===== src/rtl/regfile_writeback.sv =====
// regfile_writeback: write-side front end of the register file.
// Accepts ALU/LSU results over valid/ready (the ALU has priority) and queues them in
// a small in-order FIFO. It drives the regfile write port from the head entry and
// provides a youngest-first bypass lookup of the queued entries for two read addresses.
// Ports:
//   clk, reset (async, active-low)
//   alu_valid/alu_ready/alu_rd/alu_data   ALU result handshake
//   lsu_valid/lsu_ready/lsu_rd/lsu_data   load result handshake
//   wr_stall                              regfile write port busy; hold head entry
//   rdaddr/data/enable                    regfile write port
//   rs1addr/rs2addr -> fwd_{a,b}_hit, fwd_{a,b}  bypass lookups
//   count                                 number of queued entries
module regfile_writeback #(
    parameter int unsigned XLEN  = 32,
    parameter int unsigned AW    = 5,
    parameter int unsigned DEPTH = 2
) (
    input  logic                         clk,
    input  logic                         reset,
    input  logic                         alu_valid,
    output logic                         alu_ready,
    input  logic [AW-1:0]                alu_rd,
    input  logic [XLEN-1:0]              alu_data,
    input  logic                         lsu_valid,
    output logic                         lsu_ready,
    input  logic [AW-1:0]                lsu_rd,
    input  logic [XLEN-1:0]              lsu_data,
    input  logic                         wr_stall,
    output logic [AW-1:0]                rdaddr,
    output logic [XLEN-1:0]              data,
    output logic                         enable,
    input  logic [AW-1:0]                rs1addr,
    input  logic [AW-1:0]                rs2addr,
    output logic                         fwd_a_hit,
    output logic [XLEN-1:0]              fwd_a,
    output logic                         fwd_b_hit,
    output logic [XLEN-1:0]              fwd_b,
    output logic [$clog2(DEPTH+1)-1:0]   count
);

    localparam int unsigned PW = $clog2(DEPTH);
    localparam int unsigned CW = $clog2(DEPTH + 1);

    typedef struct packed {
        logic [AW-1:0]   rd;
        logic [XLEN-1:0] data;
    } entry_t;

    entry_t        mem [DEPTH];
    logic [PW-1:0] wr_ptr;
    logic [PW-1:0] rd_ptr;
    logic [CW-1:0] cnt_q;

    logic   space;
    logic   alu_acc;
    logic   lsu_acc;
    logic   push;
    logic   pop;
    entry_t in_entry;

    // Acceptance: ready is a function of the registered count only, so a
    // dequeue in the same cycle never reopens a full queue.
    always_comb begin
        space     = (cnt_q < CW'(DEPTH));
        alu_ready = space;
        lsu_ready = space & ~alu_valid;
        alu_acc   = alu_valid & space;
        lsu_acc   = lsu_valid & space & ~alu_valid;
        in_entry  = alu_valid ? entry_t'{rd: alu_rd, data: alu_data}
                              : entry_t'{rd: lsu_rd, data: lsu_data};
        // Results for x0 complete the handshake but are dropped.
        push      = (alu_acc | lsu_acc) & (in_entry.rd != '0);
    end

    // Drain: head entry drives the write port whenever the queue is non-empty.
    always_comb begin
        enable = (cnt_q != '0) & ~wr_stall;
        pop    = enable;
        rdaddr = '0;
        data   = '0;
        if (cnt_q != '0) begin
            rdaddr = mem[rd_ptr].rd;
            data   = mem[rd_ptr].data;
        end
    end

    // Bypass: walk valid entries oldest to youngest so the youngest match wins.
    always_comb begin
        fwd_a_hit = 1'b0;
        fwd_a     = '0;
        fwd_b_hit = 1'b0;
        fwd_b     = '0;
        for (int unsigned i = 0; i < DEPTH; i++) begin
            if (CW'(i) < cnt_q) begin
                if ((rs1addr != '0) && (mem[rd_ptr + PW'(i)].rd == rs1addr)) begin
                    fwd_a_hit = 1'b1;
                    fwd_a     = mem[rd_ptr + PW'(i)].data;
                end
                if ((rs2addr != '0) && (mem[rd_ptr + PW'(i)].rd == rs2addr)) begin
                    fwd_b_hit = 1'b1;
                    fwd_b     = mem[rd_ptr + PW'(i)].data;
                end
            end
        end
    end

    // Pointer and occupancy state; pointers wrap naturally at a power-of-two depth.
    always_ff @(posedge clk or negedge reset) begin
        if (!reset) begin
            wr_ptr <= '0;
            rd_ptr <= '0;
            cnt_q  <= '0;
        end else begin
            if (push) begin
                wr_ptr <= wr_ptr + PW'(1);
            end
            if (pop) begin
                rd_ptr <= rd_ptr + PW'(1);
            end
            case ({push, pop})
                2'b10:   cnt_q <= cnt_q + CW'(1);
                2'b01:   cnt_q <= cnt_q - CW'(1);
                default: cnt_q <= cnt_q;
            endcase
        end
    end

    // Entry storage; contents need no reset since count gates every use.
    always_ff @(posedge clk) begin
        if (push) begin
            mem[wr_ptr] <= in_entry;
        end
    end

    assign count = cnt_q;

endmodule


===== config.mk =====
export PLATFORM = sky130hd
export DESIGN_NAME = regfile_writeback
export DESIGN_NICKNAME = d
export VERILOG_FILES = /design/src/rtl/regfile_writeback.sv
export SDC_FILE = /design/constraint.sdc
export NUM_CORES = 1
export LEC_CHECK = 0
export ABC_AREA = 1
export BUFFER_PORTS_ARGS = -buffer_cell sky130_fd_sc_hd__buf_2
export CORE_MARGIN = 1
export CORE_UTILIZATION = 40
export CTS_CLUSTER_DIAMETER = 40
export CTS_CLUSTER_SIZE = 25
export DETAILED_ROUTE_END_ITERATION = 8
export PLACE_DENSITY_LB_ADDON = 0.08
export SETUP_SLACK_MARGIN = 0.5
export SLEW_MARGIN = 20
export SYNTH_ARGS = -nofsm -noshare
export SYNTH_HDL_FRONTEND = slang
export SYNTH_SLANG_ARGS = --single-unit

===== constraint.sdc =====
create_clock -name clk -period 5.4 [get_ports clk]
set_clock_uncertainty 0.05 [all_clocks]
set_input_delay 0 -clock clk [delete_from_list [all_inputs] [get_ports clk]]
set_output_delay 0 -clock clk [all_outputs]
set_load 0.01 [all_outputs]

**Word level (Yosys, flattened, before mapping)**

Memories as Yosys holds them, arrays and structs flattened.
Cells that the tools add are included.

- Flip-flop bits (word level): 4
- Latch bits: 0
- Memory bits (writable): 74
- Bits in read-only memories: 0
- Output and inout port bits: 108
- Logic and storage cells: 57
- Memories kept: 1

- Add/subtract/negate cells: 4
- $mul: 0
- Divide/modulo/power cells: 0
- Order comparisons: 3
- Equality and inequality tests: 6
- Shift-type cells: 0
- Muxes and demuxes: 22
- Bitwise gates (word level): 9
- Reduce and logical (&&, ||, !) cells: 9

Memory list:

| name | depth | bits a word | read ports | clocked after memory_dff | wr ports | RTL line | RTL |
|---|---|---|---|---|---|---|---|
| mem | 2 | 37 | 2 | 0 | 1 | 49 | `entry_t mem [DEPTH];` |

Operator list:

| cell | count |
|---|---|
| $mux W32 | 9 |
| $mux W37 | 1 |
| $eq A5 B5 Y1 | 4 |
| $reduce_bool A5 Y1 | 3 |
| $mux W1 | 10 |
| $and A1 B1 Y1 | 6 |
| $mux W5 | 1 |
| $logic_and A1 B1 Y1 | 4 |
| $lt A1 B2 Y1 const A | 2 |
| $pmux W2 S2 | 1 |
| $reduce_bool A2 Y1 | 2 |
| $add A1 B1 Y1 const B | 2 |
| $add A2 B1 Y2 const B | 1 |
| $eq A2 B1 Y1 const B | 1 |
| $eq A2 B2 Y1 const B | 1 |
| $lt A2 B2 Y1 const B | 1 |
| $not A1 Y1 | 2 |
| $sub A2 B1 Y2 const B | 1 |
| $or A1 B1 Y1 | 1 |

**Longest topological paths before layout**

Gate-level depths: netlist of the first run.

- Word-level depth: 7
- Gate-level depth with buffers: 12
- Gate-level depth less buffers: 9

**Worst setup path after synthesis of the first run**

No wires, ideal clock.

- Path kind: input to register
- Start point: in alu_valid
- End point: mem mem[1][0] (netlist name) (enable)
- Data arrival time: 2.366 ns
- Setup slack: 2.553 ns
- Stages: 6
- Path buffers: 2
- Cells stage by stage: clkbuf_1 > buf_2 > o21ai_0 > nand3_1 > o211ai_1 > nor2_1

- Word-level cells in the longest chain between the ends: 6
- Elaborated cells between the ends (all ways): 9
- Classes of those cells: mux: 3; bitwise: 5; reduce/logical: 1

RTL lines:

| element | RTL line | RTL |
|---|---|---|
| start: declaration | 20 | `input logic alu_valid,` |
| $not A1 Y1 | 68 | `lsu_acc = lsu_valid & space & ~alu_valid;` |
| $and A1 B1 Y1 | 68 |  |
| $or A1 B1 Y1 | 72 | `push = (alu_acc \| lsu_acc) & (in_entry.rd != '0);` |
| $and A1 B1 Y1 (*) | 72 |  |
| $mux W1 (*) | 130 | `if (push) begin` |
| $mux W1 (not written as such) (*) | 131 | `mem[wr_ptr] <= in_entry;` |
| end: declaration | 49 |  |

Every way passes the cells marked *; elsewhere a longest branch is shown, timed or not.

**Worst setup path in the final report of the first run**

- Start point: reg rd_ptr
- End point: out fwd_b[19]

- Word-level cells in the longest chain between the ends: 7
- Elaborated cells between the ends (all ways): 10
- Classes of those cells: add/sub: 1; eq/ne: 2; mux: 4; reduce/logical: 2; memory: 1

RTL lines:

| element | RTL line | RTL |
|---|---|---|
| start: declaration | 51 | `logic [PW-1:0] rd_ptr;` |
| start signal: assignment | 118 | `rd_ptr <= rd_ptr + PW'(1);` |
| $mem_v2 Z2 W37 (*) | - |  |
| $eq A5 B5 Y1 | 99 | `if ((rs2addr != '0) && (mem[rd_ptr + PW'(i)].rd == rs2addr)) begin` |
| $logic_and A1 B1 Y1 | 99 |  |
| $mux W32 | 99 |  |
| $mux W32 | 94 | `if (CW'(i) < cnt_q) begin` |
| $mux W32 | 99 |  |
| $mux W32 (*) | 94 |  |
| end: declaration | 37 | `output logic [XLEN-1:0] fwd_b,` |

Marked as above.

==> flow_summary.ini, run 1 <==
[cts]
cts_made_buffers = 9
clock-root-buffer = clkbuf_16
clk_transition_reported_paths_ps = 60
cts_buffer_depth = 2
h-tree-depth = 3
cts_hold_buf = 69
post_cts_setup_repair_bufs = 0
cts.repair.resized = 0
tritoncts = built
worstSkewPairLatency_ps = 330
numClockSinks = 78

[worst_setup_path]
timing.reg2reg.setup_slack_ps = 3200
timing.setup.critical_path_class = flop to output port
timing.critical_path.cells = inv_4 > nand2_1 > nand3_1 > nand2_1 > nor2_4 > nand3_2 > nand3_1 > nand2_1 > buf_2
cp_max_fo = 33
worst-endpoint-required_ps = 5350
critPathMaxStageDelay_ps = 880
crit_arrival_ps = 3720
worstReg2RegEnd = mem[1][27]
rr_worst_depth = 4
critical_path_cell_with_the_highest_stage_delay = nand3_2
start_kind = flop
critPathMostFrequentCell = nand2_1
setup.worst_path.end_class = output port
crit-reg2reg-launch = count[1]

[timing]
slew_headroom_pct = 32.8
final_hold_viol_count = 0
timing_max_transition_violations_final = 0
setup_viol = 0
max_freq_mhz = 265
unrepaired_setup_endpoints_after_global_routing = false
totalNegativeSetupSlack_ps = 0
max_slew.worst_pin.slew_ps = 1000
final_min_period_over_clock_period_pct = 69.9
shortest_clock_period_the_worst_path_allows_after_layout_ps = 3770

[global_routing]
grt_max_degree = 119
grt_first_pass_wirelength_mm = 27.8
grt_pass1_vias = 5809
grt_antenna_before_repair = 0
grt_util_all_layers_pct = 24.6
grt_overflow = 0

[min_path]
timing.hold.worst.class = primary input to flop
timing.hold.worst_path_depth = 3
min_to = mem[1][33]
hold_path_startpoint = alu_rd[1]

[power_and_ir_drop]
leakagePower_nw = 3.67
vdd.ir_drop.worst_mv = 0.412
powerDensity_mw_per_mm2 = 476

[die]
die-height_um = 120
floorplan.rows = 42
core-area_sq_mm = 0.0133
floorplan.io_pins = 197
die-width_um = 120
initial_utilization_pct = 41.5
design.die.area_sq_mm = 0.0143

[synth]
yosysSeqAreaShare_pct = 42.0
mapped_avg_cell_area_sq_um = 7.79
synth.lib_cells_used.distinct = 25
ys_async_sr_fraction_pct = 5.13
postSynthCellCount = 710
syn_nets = 802
ys_ff_latch = 78
number_of_enable_flip_flop_cells_after_synthesis = 74
dominant_cells_by_area_after_synthesis = edfxtp_1, nand2_1, nand3_1, nand4_1, mux2_2
yosysTopAreaCellShare_pct = 40.2
yosys.area.top_type = edfxtp_1
synthesis.area_sq_mm = 0.00553
synth-main-ff-cell = edfxtp_1
yosys_warnings = 0

[place]
dp.cells = 1028
place.port_buffers = 196
global_placement_routability_congestion = 0.924
post-dp-hpwl_mm = 11.2

[flow_run]
drv.max_cap_violation_count = 0

[layout]
final.fill_count = 1246
num-nets-final = 1024
final-seq-area_sq_mm = 0.00233
number_of_antenna_repair_diodes = 0
post-route-util_pct = 56.3
drive_above_1_share_pct = 27.9
finish.cell_count_without_fillers = 1113
area_occupied_by_multi_input_gates_sq_mm = 0.00272
area.growth.synth_to_final_pct = 35.7

[detailed_routing]
wirelength_mm = 17.4
wl_per_cell_um = 15.6
dr.pass1.iters = 5
routed_via_count = 5988
detail_route.vias_per_cell = 5.38
ant_nets = 0
drc = 0
drtIter0Drc = 499

[outcome]
status = completed
[cells in the final DEF (no fill, tap or decap), types with 2 or more instances in the layout]
cell	Yosys	routed
dlygate4sd3_1	0	69
buf_4	10	2
ha_1	3	3
dfrtp_1	4	3
inv_2	1	2
clkinvlp_4	0	2
clkinv_1	0	2
mux2_2	32	32
inv_1	60	58
bufinv_16	0	2
nand2_1	177	177
nand3_1	101	101
nand4_1	64	64
nor2_1	19	18
nand3_2	2	2
xnor2_1	2	2
clkbuf_16	0	9
edfxtp_1	74	74
buf_2	32	196
o21ai_0	68	68
a21oi_1	34	34
nor2_4	2	9
[per-layer routing]
metal  up-vias  track usage [%]  part of all wire [%]
met5         -                0                     0
met4         0             8.36                   1.4
met3        19             3.37                   6.3
met2       271             43.6                    50
met1      2771             30.5                    42
li1       2927                -                     -
[where the power goes]
group / total [mW] / internal (mW) / switching [mW]
combinational: 1.95 / 0.574 / 1.38
clock: 0.646 / 0.405 / 0.241
sequential: 0.971 / 0.879 / 0.0916
[synthesized netlist by cell type, types with 3 or more instances]
master    instances
buf_2            32
nor2_2            6
nand4_1          64
nand2_1         177
a21oi_1          34
edfxtp_1         74
clkbuf_1         13
ha_1              3
buf_4            10
mux2_2           32
o21ai_0          68
inv_1            60
nor2_1           19
dfrtp_1           4
nand3_1         101
[critical path, delay by kind of cell (launching register included)]
family,cells,cell delay (ps)
and+or+nand+nor,7,2360
buffers and inverters,2,390
DFF,1,600
[kinds of logic (layout without fill, tap and decap cells)]
| family | after synthesis | count (layout) | synth area share [%] |
|---|---|---|---|
| DFF | 78 | 78 | 42.0 |
| buffers and inverters | 118 | 345 | 9.59 |
| adders and majority gates | 3 | 3 | 0.678 |
| muxes | 32 | 32 | 6.51 |
| and+or+nand+nor | 371 | 371 | 31.1 |
| xor gates and xnor gates | 3 | 3 | 0.475 |
| AOI/OAI and AO/OA | 105 | 105 | 9.68 |
[flip-flops by register name (all words and copies together), names as in the netlist]
register,flops
mem,74
wr_ptr,1
rd_ptr,1
count,2
[layout make-up]
cell class                 count  share of cell area (%)
timing repair buffer         267                    22.5
sequential                    78                    31.0
clock inverter                 7                    1.28
multi-input combinational    514                    36.2
clock buffer                   9                    3.00
tap                          176                    2.93
inverter                      62                    3.13
[worst max-delay path by stage]
stage | start | endpoint | cells after the start
final | rd_ptr | fwd_b[19] | 9
after global routing | rd_ptr | fwd_b[24] | 9
after CTS | rd_ptr | fwd_b[24] | 9
after detailed placement | rd_ptr | fwd_b[24] | 9
after global placement | rd_ptr | fwd_b[24] | 9
after floorplan | alu_valid | mem[1][0] | 6
[per-stage QoR]
step	setup WS [ps]	hold WS, ps	total power, mW	area [sq um]
4_1_cts	1690	6.35	3.58	7510
6_report	1630	13.1	3.57	7510
2_1_floorplan	2550	-346	2.27	5530
5_1_grt	1400	42.0	3.84	7510
3_3_place_gp	2120	-239	2.85	6500
3_5_place_dp	2070	-237	2.88	6500
Note: power is estimated with default switching activity, not from simulation.
==> inputs of run 2 (changes only) <==
==> constraint.sdc (replaced) <==
create_clock -name clk -period 3.03 [get_ports clk]
set_clock_uncertainty 0.05 [all_clocks]
set_input_delay 0 -clock clk [delete_from_list [all_inputs] [get_ports clk]]
set_output_delay 0 -clock clk [all_outputs]
set_load 0.01 [all_outputs]
==> flow_summary.ini, run 2 (synthesis gave the netlist of run 1 again) <==
[global_routing]
grt_overflow = 0
grt_max_degree = 66
grt_pass1_vias = 5682
grt_first_pass_wirelength_mm = 28.1
grt_antenna_before_repair = 0
grt_util_all_layers_pct = 25.1

[layout]
number_of_antenna_repair_diodes = 0
post-route-cell-area_sq_mm = 0.00776
largest_register_ff_count = 74
drive_above_1_share_pct = 30.4
layout_commonest_cell = buf_2
most-common-layout-cells = buf_2, nand2_1, nand3_1
top_register = mem
num-nets-final = 1045
area.growth.synth_to_final_pct = 40.3
final.fill_count = 1230

[flow_run]
drv.max_cap_violation_count = 0

[place]
detailedPlace.worstSlack_ps = 470
post-dp-hpwl_mm = 12.0
global_placement_routability_congestion = 0.848
place.port_buffers = 196
post_dp_cell_area_sq_mm = 0.00664

[worst_setup_path]
critPathMostFrequentCell = nand2_1
start_kind = flop
worst-endpoint-required_ps = 2980
cp_num_buf_inv = 3
critical_path.top_delay_family = simple AND/OR/NAND/NOR gates
timing.critical_path.cells = inv_6 > nand2_1 > nand3_1 > nand2_1 > nor2_4 > buf_4 > nand4_1 > nand2_1 > buf_2
cp_max_fo = 32
crit_arrival_ps = 2350
setup.worst_path.end_class = output port
critical_path_cell_with_the_highest_stage_delay = dfrtp_4
critPathMaxStageDelay_ps = 540
timing.setup.critical_path_class = flop to output port

[cts]
numClockSinks = 78
h-tree-depth = 3
cts_made_buffers = 9
cts_buffer_depth = 2
worstSkewPairLatency_ps = 340
tritoncts = built
clk_transition_reported_paths_ps = 60
clock-root-buffer = clkbuf_16

[detailed_routing]
wl_per_cell_um = 15.7
drtIter0Drc = 438
ant_nets = 0
dr.pass1.iters = 6
routed_via_count = 6017
drc = 0
detail_route.vias_per_cell = 5.31
wirelength_mm = 17.9

[die]
core-area_sq_mm = 0.0133
floorplan.rows = 42
floorplan.io_pins = 197
initial_utilization_pct = 41.5
die-width_um = 120
die-height_um = 120
design.die.area_sq_mm = 0.0143

[power_and_ir_drop]
leakagePower_nw = 3.78
powerDensity_mw_per_mm2 = 845
vdd.ir_drop.worst_mv = 0.584

[timing]
final_min_period_over_clock_period_pct = 79.3
timing_max_transition_violations_final = 0
timing.final.ws_setup_ps = 627
final_hold_viol_count = 0
unrepaired_setup_endpoints_after_global_routing = true
max_freq_mhz = 416
slew_headroom_pct = 61.2
shortest_clock_period_the_worst_path_allows_after_layout_ps = 2400
totalNegativeSetupSlack_ps = 0
max_slew.worst_pin.slew_ps = 582
setup_viol = 0

[min_path]
timing.hold.worst.class = primary input to flop

[outcome]
status = completed
## run 2: cell count changes in the layout (fill, tap and decap cells not counted), sizes merged
cell / before / now
bufinv: 2 / 1
buf: 198 / 219
inv: 62 / 63
clkinvlp: 2 / 1
clkinv: 3 / 4
## run 2: final timing paths
kind	cells after the start	to	from	slack, ps
max in group asynchronous	3	rd_ptr	reset	2220
hold / removal	3	mem[1][33]	alu_rd[1]	10
hold reg to reg	2	wr_ptr	wr_ptr	430
setup / recovery	9	fwd_b[13]	rd_ptr	630
min in group asynchronous	3	count[0]	reset	510
setup reg to reg	4	mem[0][20]	count[1]	1160
## run 2: power by group
group,internal (mW),switching [mW],total (mW)
clock network,0.631,0.422,1.05
registers,1.56,0.138,1.70
logic,1.22,2.59,3.80
total,3.41,3.15,6.56
## run 2: what timing repair did
| item | CTS | global route |
|---|---|---|
| pin swaps | 2 | 0 |
| setup buffers | 3 | 2 |
| setup endpoints to repair | 66 | 66 |
| resized for setup | 4 | 17 |
| hold buffers | 69 | 0 |
| hold endpoints to repair | 72 | 0 |
## run 2: per-layer routing
layer / part of all wire [%] / up-vias / routed length (um) / track usage (%)
met2: 49 / 272 / 8710 / 43.5
met3: 6.5 / 31 / 1160 / 2.76
met4: 2.1 / 0 / 379 / 10.0
met1: 43 / 2738 / 7600 / 31.9
li1: - / 2976 / - / -
met5: 0 / - / 0 / 0
## run 2: final cells by class
cell class	count	area, sq um	area share (%)
sequential	78	2330	30.0
timing repair buffer	288	1920	24.8
clock inverter	7	63.8	0.822
multi-input combinational	514	2770	35.6
clock buffer	9	225	2.90
inverter	62	240	3.09
tap	176	220	2.84
## run 2: tightest hold or removal path: cells and delay by family
family | cells | cell delay (ps)
AO/OA/AOI/OAI | 1 | 140
buffers and inverters | 1 | 70
AND/OR/NAND/NOR | 1 | 40
## run 2: stage by stage
step | util (%) | cells | total power [mW] | hold slack (ps)
3_5_place_dp | 49.8 | 1044 | 5.27 | -239
2_1_floorplan | - | 710 | 4.05 | -346
5_1_grt | 58.2 | 1134 | 7.05 | 36.3
3_3_place_gp | 49.8 | 1044 | 5.21 | -241
4_1_cts | 57.6 | 1132 | 6.46 | 7.11
6_report | 58.2 | 1134 | 6.56 | 13.9
==> inputs of run 3 (changes only) <==
==> constraint.sdc (replaced) <==
create_clock -name clk -period 2.22 [get_ports clk]
set_clock_uncertainty 0.05 [all_clocks]
set_input_delay 0 -clock clk [delete_from_list [all_inputs] [get_ports clk]]
set_output_delay 0 -clock clk [all_outputs]
set_load 0.01 [all_outputs]
==> flow_summary.ini, run 3 (synthesis gave the netlist of run 1 again) <==
[outcome]
status = finished, violations left
violations_in_the_final_reports = negative setup slack

[timing]
setup_viol = 65
slew_headroom_pct = 65.2
shortest_clock_period_the_worst_path_allows_after_layout_ps = 2320
max_slew.worst_pin.slew_ps = 522
final_hold_viol_count = 0
unrepaired_setup_endpoints_after_global_routing = true
timing.final.ws_setup_ps = -99.0
final_min_period_over_clock_period_pct = 104
fin_worst_hold_slack_ps = 24.2
max_freq_mhz = 431
timing_max_transition_violations_final = 0

[cts]
tritoncts = built
clock-root-buffer = clkbuf_16
numClockSinks = 78
h-tree-depth = 3
cts_buffer_depth = 2
worstSkewPairLatency_ps = 340
cts_made_buffers = 9
clk_transition_reported_paths_ps = 60

[global_routing]
grt_pass1_vias = 6001
grt_overflow = 0
grt_first_pass_wirelength_mm = 29.9
grt_antenna_before_repair = 0
grt_max_degree = 102
grt_util_all_layers_pct = 26.8

[detailed_routing]
wl_per_cell_um = 18.4
ant_nets = 0
dr.pass1.iters = 5
drtIter0Drc = 604
routed_via_count = 6592
detail_route.vias_per_cell = 5.63
wirelength_mm = 21.6
drc = 0

[worst_setup_path]
rr_worst_depth = 7
cp_num_buf_inv = 4
crit_arrival_ps = 2270
start_kind = flop
critical_path.top_delay_family = simple AND/OR/NAND/NOR gates
worstReg2RegEnd = count[1]
cp_max_fo = 8
timing.reg2reg.setup_slack_ps = 560
critical_path_cell_with_the_highest_stage_delay = dfrtp_4
crit-reg2reg-launch = count[1]
setup.worst_path.end_class = output port
critPathMaxStageDelay_ps = 550
worst-endpoint-required_ps = 2170
timing.critical_path.cells = buf_12 > nand2_2 > nand3_1 > nand2_1 > nor2_2 > nand2_2 > nor2_4 > buf_12 > clkbuf_16 > nand3_1 > nand2_1 > buf_2
timing.setup.critical_path_class = flop to output port

[flow_run]
drv.max_cap_violation_count = 0

[die]
floorplan.io_pins = 197
initial_utilization_pct = 41.5
die-height_um = 120
core-area_sq_mm = 0.0133
design.die.area_sq_mm = 0.0143
die-width_um = 120
floorplan.rows = 42

[layout]
drive_above_1_share_pct = 40.7
num-nets-final = 1082
most-common-layout-cells = buf_2, nand2_1, nand3_1
final.fill_count = 1115
largest_register_ff_count = 74
number_of_antenna_repair_diodes = 0
post-route-util_pct = 66.9
area.growth.synth_to_final_pct = 61.3
top_register = mem
area_occupied_by_multi_input_gates_sq_mm = 0.00319
final-seq-area_sq_mm = 0.00233
layout_commonest_cell = buf_2

[min_path]
timing.hold.worst.class = primary input to flop
timing.hold.worst_path_depth = 3
hold_path_startpoint = alu_rd[0]
min_to = mem[1][32]

[power_and_ir_drop]
leakagePower_nw = 4.18
powerDensity_mw_per_mm2 = 1240
vdd.ir_drop.worst_mv = 0.628

[place]
post-dp-hpwl_mm = 12.1
place.port_buffers = 196
global_placement_routability_congestion = 0.829
## run 3: cell count changes in the layout (fill, tap and decap cells not counted), moves of 16 or more
cell / delta
nand3_1: -19
nand2_1: -20
nand3_2: +19
nand2_2: +16
o21ai_0: -22
a21oi_1: -22
## run 3: worst max path at each step
stage,startpoint,end,slack (ps),cells after the start
2_1_floorplan,count[1],mem[1][0],410,3
3_3_place_gp,count[1],fwd_b[11],180,10
3_5_place_dp,count[1],fwd_b[5],150,10
4_1_cts,rd_ptr,fwd_a[4],6,11
5_1_grt,rd_ptr,fwd_a[24],-160,12
6_report,rd_ptr,fwd_a[22],-100,12
## run 3: cell type report
class / instances / area share [%]
timing repair buffer: 323 / 29.9
multi-input combinational: 514 / 35.7
clock inverter: 7 / 0.463
sequential: 78 / 26.1
tap: 176 / 2.47
clock buffer: 9 / 2.52
inverter: 62 / 2.76
timing repair inverter: 2 / 0.168
## run 3: stage by stage
step | cells | power, mW | TNS [ps] | instance area, sq um | setup slack, ps
2_1_floorplan | 710 | 5.73 | 0 | 5650 | 413
3_3_place_gp | 1054 | 7.54 | 0 | 6890 | 177
3_5_place_dp | 1054 | 7.61 | 0 | 6890 | 153
4_1_cts | 1145 | 9.33 | 0 | 8010 | 5.55
5_1_grt | 1171 | 11.6 | -8210 | 8930 | -157
6_report | 1171 | 11.0 | -2900 | 8930 | -99.0
## run 3: timing repair
item / CTS / global route
hold buffers: 69 / 0
hold endpoints to repair: 72 / 0
cloned: 2 / 16
pin swaps: 1 / 26
endpoints found under the setup margin: 99 / 99
setup buffers: 4 / 10
gates resized for setup: 22 / 128
## run 3: report_power, final
part	switching, mW	internal, mW	leakage (nW)
registers	0.238	2.14	0.738
clock network	0.602	0.747	0.126
logic	4.47	2.84	3.32
total	5.31	5.73	4.18
## run 3: metal layers
metal  vias to the layer above  wire, um  GRT usage, %  part of all wire, %
met5                         -         0             0                    0
met4                         0       578          11.3                  2.7
met3                        53      1790          3.52                  8.3
li1                       3053         -             -                    -
met2                       396     10400          45.4                   48
met1                      3090      8830          34.4                   41
## run 3: worst reg2reg max path, stage by stage, from the launching register on
cell and delay [ps]:
dfrtp_1 400, inv_2 120, ha_2 220, buf_4 190, nor2_1 90, ha_1 330, nand2_1 70, o21ai_0 70
